**src/rtl/booth_pkg.sv**
```systemverilog
`default_nettype none
// ============================================================================
//  Module      : booth_pkg
//  Description : Shared types and constants for the radix-2 Booth sequencer:
//                FSM state encoding, Booth pair codes and the pair decoder.
//  Revision    : 1.0 - initial release
// ============================================================================
package booth_pkg;

    typedef enum logic [2:0] {
        IDLE  = 3'd0,
        LOAD  = 3'd1,
        ARITH = 3'd2,
        SHIFT = 3'd3,
        DONE  = 3'd4
    } booth_state_t;

    // Booth pair codes for {Q[0], Q[-1]}
    localparam logic [1:0] BOOTH_NOP0 = 2'b00;
    localparam logic [1:0] BOOTH_ADD  = 2'b01;
    localparam logic [1:0] BOOTH_SUB  = 2'b10;
    localparam logic [1:0] BOOTH_NOP1 = 2'b11;

    // Maps a Booth pair to {alu_en, alu_sub}; alu_sub is forced low on no-ops
    function automatic logic [1:0] booth_decode(input logic [1:0] pair);
        logic [1:0] ctl;
        ctl = 2'b00;
        case (pair)
            BOOTH_ADD:  ctl = 2'b10;
            BOOTH_SUB:  ctl = 2'b11;
            BOOTH_NOP0: ctl = 2'b00;
            BOOTH_NOP1: ctl = 2'b00;
            default:    ctl = 2'b00;
        endcase
        return ctl;
    endfunction

endpackage
`default_nettype wire

```
**src/rtl/booth_iter_cnt.sv**
```systemverilog
`default_nettype none
// ============================================================================
//  Module      : booth_iter_cnt
//  Description : Booth iteration counter. Clears to zero, increments on
//                request and saturates at WIDTH-1; last flags the final
//                iteration.
//  Revision    : 1.0 - initial release
// ============================================================================
module booth_iter_cnt #(
    parameter int WIDTH = 8,
    parameter int CNT_W = (WIDTH > 1) ? $clog2(WIDTH) : 1
) (
    input  logic             clk,
    input  logic             rst,
    input  logic             clr_i,
    input  logic             inc_i,
    output logic [CNT_W-1:0] cnt_o,
    output logic             last_o
);

    localparam logic [CNT_W-1:0] LAST_IDX = CNT_W'(WIDTH - 1);

    logic [CNT_W-1:0] cnt_q;
    logic [CNT_W-1:0] cnt_d;
    logic             last_w;

    assign last_w = (cnt_q == LAST_IDX);

    // Next count: clear has priority, increment never wraps past the last index
    always_comb begin
        cnt_d = cnt_q;
        if (clr_i) begin
            cnt_d = '0;
        end else if (inc_i && !last_w) begin
            cnt_d = cnt_q + CNT_W'(1);
        end
    end

    // Counter register
    always_ff @(posedge clk) begin
        if (rst) begin
            cnt_q <= '0;
        end else begin
            cnt_q <= cnt_d;
        end
    end

    assign cnt_o  = cnt_q;
    assign last_o = last_w;

endmodule
`default_nettype wire

```
**src/rtl/booth_ctrl.sv**
```systemverilog
`default_nettype none
// ============================================================================
//  Module      : booth_ctrl
//  Description : Radix-2 Booth multiplier sequencer. Accepts a start request,
//                loads operands, runs WIDTH ARITH/SHIFT iterations and pulses
//                done. Control outputs are decoded from the FSM state.
//                Optional feature macro: BOOTH_CTRL_ABORT_EN adds an abort
//                input that returns any active run to IDLE without done.
//  Revision    : 1.0 - initial release
// ============================================================================
module booth_ctrl
    import booth_pkg::*;
#(
    parameter int WIDTH = 8,
    parameter int CNT_W = (WIDTH > 1) ? $clog2(WIDTH) : 1
) (
    input  logic             clk,
    input  logic             rst,
`ifdef BOOTH_CTRL_ABORT_EN
    input  logic             abort,
`endif
    input  logic             start,
    input  logic             q_lsb,
    input  logic             q_m1,
    output logic             ready,
    output logic             busy,
    output logic             done,
    output logic             load_en,
    output logic             alu_en,
    output logic             alu_sub,
    output logic             shift_en,
    output logic [CNT_W-1:0] iter
);

    booth_state_t     state_q;
    booth_state_t     state_d;
    logic             abort_w;
    logic             cnt_clr_w;
    logic             cnt_inc_w;
    logic             cnt_last_w;
    logic [CNT_W-1:0] cnt_w;

`ifdef BOOTH_CTRL_ABORT_EN
    // Abort only matters once a run is in flight
    assign abort_w = abort && (state_q != IDLE);
`else
    assign abort_w = 1'b0;
`endif

    // Counter sits at zero whenever no run is active, so LOAD always sees 0
    assign cnt_clr_w = (state_q == IDLE) || (state_q == DONE) || abort_w;
    assign cnt_inc_w = (state_q == SHIFT);

    booth_iter_cnt #(
        .WIDTH (WIDTH),
        .CNT_W (CNT_W)
    ) u_iter_cnt (
        .clk    (clk),
        .rst    (rst),
        .clr_i  (cnt_clr_w),
        .inc_i  (cnt_inc_w),
        .cnt_o  (cnt_w),
        .last_o (cnt_last_w)
    );

    // State register
    always_ff @(posedge clk) begin
        if (rst) begin
            state_q <= IDLE;
        end else begin
            state_q <= state_d;
        end
    end

    // Next-state logic; abort overrides every transition including start
    always_comb begin
        state_d = state_q;
        case (state_q)
            IDLE:    if (start) state_d = LOAD;
            LOAD:    state_d = ARITH;
            ARITH:   state_d = SHIFT;
            SHIFT:   state_d = cnt_last_w ? DONE : ARITH;
            DONE:    state_d = IDLE;
            default: state_d = IDLE;
        endcase
        if (abort_w) begin
            state_d = IDLE;
        end
    end

    // Output decode from state; ARITH qualifies the ALU with the Booth pair
    always_comb begin
        ready    = 1'b0;
        busy     = 1'b0;
        done     = 1'b0;
        load_en  = 1'b0;
        alu_en   = 1'b0;
        alu_sub  = 1'b0;
        shift_en = 1'b0;
        case (state_q)
            IDLE:  ready = 1'b1;
            LOAD: begin
                busy    = 1'b1;
                load_en = 1'b1;
            end
            ARITH: begin
                busy              = 1'b1;
                {alu_en, alu_sub} = booth_decode({q_lsb, q_m1});
            end
            SHIFT: begin
                busy     = 1'b1;
                shift_en = 1'b1;
            end
            DONE:  done = 1'b1;
            default: ready = 1'b0;
        endcase
    end

    assign iter = cnt_w;

endmodule
`default_nettype wire

```
**config.mk**
```make
export PLATFORM = sky130hd
export DESIGN_NAME = booth_ctrl
export DESIGN_NICKNAME = d
export VERILOG_FILES = /design/src/rtl/booth_pkg.sv /design/src/rtl/booth_iter_cnt.sv /design/src/rtl/booth_ctrl.sv
export SDC_FILE = /design/constraint.sdc
export NUM_CORES = 1
export LEC_CHECK = 0
export CELL_PAD_IN_SITES_DETAIL_PLACEMENT = 1
export CELL_PAD_IN_SITES_GLOBAL_PLACEMENT = 2
export CORE_AREA = 4 4 41 43
export CTS_CLUSTER_DIAMETER = 100
export CTS_CLUSTER_SIZE = 20
export DETAILED_ROUTE_END_ITERATION = 12
export DIE_AREA = 0 0 45 47
export DONT_BUFFER_PORTS = 1
export GPL_TIMING_DRIVEN = 0
export PLACE_DENSITY_LB_ADDON = 0.1
export SYNTH_ARGS = -nofsm -noshare
export SYNTH_HDL_FRONTEND = slang
export SYNTH_SLANG_ARGS = --single-unit
export TNS_END_PERCENT = 50
```
**constraint.sdc**
```tcl
create_clock -name clk -period 1.55 [get_ports clk]
set_input_delay 0.2325 -clock clk [delete_from_list [all_inputs] [get_ports clk]]
set_output_delay 0.2325 -clock clk [all_outputs]
set_load 0.1 [all_outputs]
```
==> impl_results.md <==
- Status: complete, but fails checks
- Crit path max-delay cell type: nor4b_4
- Synth top cells by count: dfxtp_1 (6), nor3_1 (4), ha_1 (3), nor2_1 (3)
- Largest cells by area after synthesis: dfxtp_1 (37%), ha_1 (12%), mux2i_1 (6.2%), nor3_1 (6.2%), and4bb_4 (5.0%)
- WP buf/inv: 0
- Worst Hold End: u_iter_cnt.cnt_o[0]
- Final WS setup: -0.3636 ns
- Synth Flop Type: dfxtp_1
- R2R setup slack: 0.01 ns
- Syn Area/Cell: 10.41 sq um
- Hold Startpoint: rst
- Die width: 45 microns
- Crit-path cells: nor4b_4
- ANT nets after route: 0
- Number of DRC markers in iteration 0: 1
- Post-synth top area cell: dfxtp_1
- Setup Viol. Count Final: 3
- GRT Residual Overflow: 0
- Ys Warns: 0
- Synth Cell Area: 322.8 sq um
- Share of the synthesized area in the top cell type: 37.21%
- Max Freq: 0.5226 GHz
- Switch Pwr: 0.1821 mW
- Max transition margin: 10.51%
- Final Hold Slack: 0.05756 ns
- Sequential share of the synthesized area: 37.21%
- Final wirelength: 761 microns
- Die Ht: 47 microns
- Tmin final: 1.914 ns
- Htree depth: 1
- Final nets: 49
- R2r endpoint: u_iter_cnt.cnt_o[1]
- Area Overhead vs Synth: 55.81%
- Worst skew pair latency: 0.24 ns
- Worst Setup Path Type: flop to primary output
- Ant. Diodes: 0
- Pin count of the biggest net entering global routing: 10
- Max Cap Viol: 0
- DRT Pass-1 Iters: 2
- Most frequent cell after synthesis: dfxtp_1
- Crit start category: flop
- Peak VDD IR: 0.0002693 V
- Worst reg2reg startpoint: u_iter_cnt.cnt_o[1]
- Num CTS Buffers: 3
- Actual slew at the worst max-slew pin: 1.337 ns
- Syn Nets: 39
- Cell Count, Final, Fillers Out: 54
- Total track usage: 8.379%
- CTS tree: built
- Die area: 0.002115 sq mm
- Mapped Cells: 31
- Crit path largest cell delay: 1.11 ns
- Register bit count reported by yosys: 6
- Critical Path RT: 1.32 ns
- CP top delay family: simple AND/OR/NAND/NOR gates
- Top Ports: 15
- WP data arrival: 1.68 ns
- Filler Cell Count: 147
- Unique masters post-synth: 17
- Failing checks: negative setup slack
- Ys async rst share: 0%
- Crit-path max FO: 2
- Sequential share of power: 35.2%
- Fin crit share: 123.5%
- Via count: 281
- Wire length of the first global-routing pass: 1.235 mm
- Pwr dens: 926.8 mW/mm^2
- CTS Buffer Depth: 2
- Initial antenna violation count: 0
- I/O Buffers: 0
- Clk pwr share: 30.2%
- Inst Count DP: 46
- CP endpoint kind: primary output
- Pleak: 0.1896 nW
- Reg2Reg Depth: 5
- Layout cells sized above 1: 66.67%
- Critical path depth in cells: 1
- Internal: 0.2841 mW
- Worst Hold Class: primary input to flop
- Vias in the first global route: 290
- Final Cell Area: 503.0 sq um
- WL/cell: 14.09 microns
- Net Sw Frac: 39.06%
- Gpl congestion: 0.5990
- Rows: 13
- Worst-path clk slew: 0.05 ns
- Worst Skew: 0.002425 ns
- Hold-critical path depth: 1
- Post-synth EDFFs: 0
- Vias per Instance: 5.204
- Clock root buffer master: clkbuf_4
- Comb pwr share: 34.6%
- Hold Fails Final Rpt: 0
- Setup repair after global routing missed its margin: yes
- Core area: 0.001301 sq mm
- Area after DPL: 390.4 sq um
- Post-DP HPWL: 563.7 microns
- Initial Utilization: 24.81%
- DRC: 0
- Max-slew violations: 0
- CTS Sinks: 6
## logic make-up (layout without fill, tap and decap cells)
kind of cell / after synthesis / after routing / synth area share [%]
xor gates and xnor gates: 1 / 1 / 2.714
adders and majority gates: 3 / 3 / 11.63
DFF: 6 / 6 / 37.21
buffers and inverters: 2 / 10 / 4.650
and+or+nand+nor: 17 / 17 / 37.60
muxes: 2 / 2 / 6.202
## flip-flops by register name (all words and copies together) (netlist names)
name and cells:
state_q 3, u_iter_cnt.cnt_o 3
## cell usage in the layout (no fill, tap or decap)
master,Yosys,layout
nor2_1,3,1
dfxtp_2,0,1
nor2_4,0,2
ha_4,0,2
dfxtp_4,0,5
and4bb_4,1,2
mux2i_1,2,2
nor3_1,4,3
and3b_1,1,1
xnor2_1,1,1
nor3b_4,0,1
nor4b_4,0,1
buf_4,0,6
clkbuf_4,0,3
and3_1,1,1
and2_4,0,1
nor4_1,2,2
inv_1,1,1
nor3_4,0,1
ha_1,3,1
and3b_4,0,1
## through the flow
stage / total power [mW] / setup TNS [ns] / util, % / setup slack (ns)
after floorplan: 0.2999 / -1.066 / - / -0.2866
after global placement: 0.3076 / -1.624 / 30.00 / -0.3580
after detailed placement: 0.3094 / -1.701 / 30.00 / -0.3790
after CTS: 0.4726 / -1.276 / 37.88 / -0.4315
after global routing: 0.4932 / -1.173 / 38.65 / -0.4195
final: 0.4661 / -0.8821 / 38.65 / -0.3636
## worst max-delay path by stage
| stage | endpoint | start | slack [ns] |
|---|---|---|---|
| floorplan | alu_en | q_m1 | -0.29 |
| global placement | u_iter_cnt.cnt_o[2] | u_iter_cnt.cnt_o[2] | -0.36 |
| detailed placement | alu_en | state_q[1] | -0.38 |
| CTS | alu_en | state_q[2] | -0.43 |
| global route | alu_en | state_q[2] | -0.42 |
| finish | alu_en | state_q[2] | -0.36 |
## layer usage
layer	vias to the layer above	routed length (microns)	track usage [%]
li1	132	-	-
met1	135	283	8.656
met2	14	372	13.28
met3	0	106	4.598
met4	0	0	5.263
met5	-	0	0
## power groups by stage
stage                     registers [mW]  logic [mW]  clock network (mW)
final                              0.164       0.161               0.141
after global routing               0.165       0.168               0.160
after CTS                          0.165       0.156               0.151
after detailed placement           0.180       0.130                   0
after global placement             0.180       0.128                   0
after floorplan                    0.177       0.123                   0
## timing repair
item / CTS / global route
endpoints found under the setup margin: 11 / 8
resized for setup: 14 / 2
hold endpoints to repair: 0 / 0
hold buffers: 0 / 0
pin swaps: 7 / 2
setup buffers: 5 / 1
## area by class of cell
class,instances,area (sq um),area share (%)
tap,15,18.77,3.731
clock buffer,3,22.52,4.478
timing repair buffer,6,45.04,8.955
multi-input combinational,23,272.8,54.23
inverter,1,3.754,0.7463
sequential,6,140.1,27.86
Power figures use the tool's default switching activity.
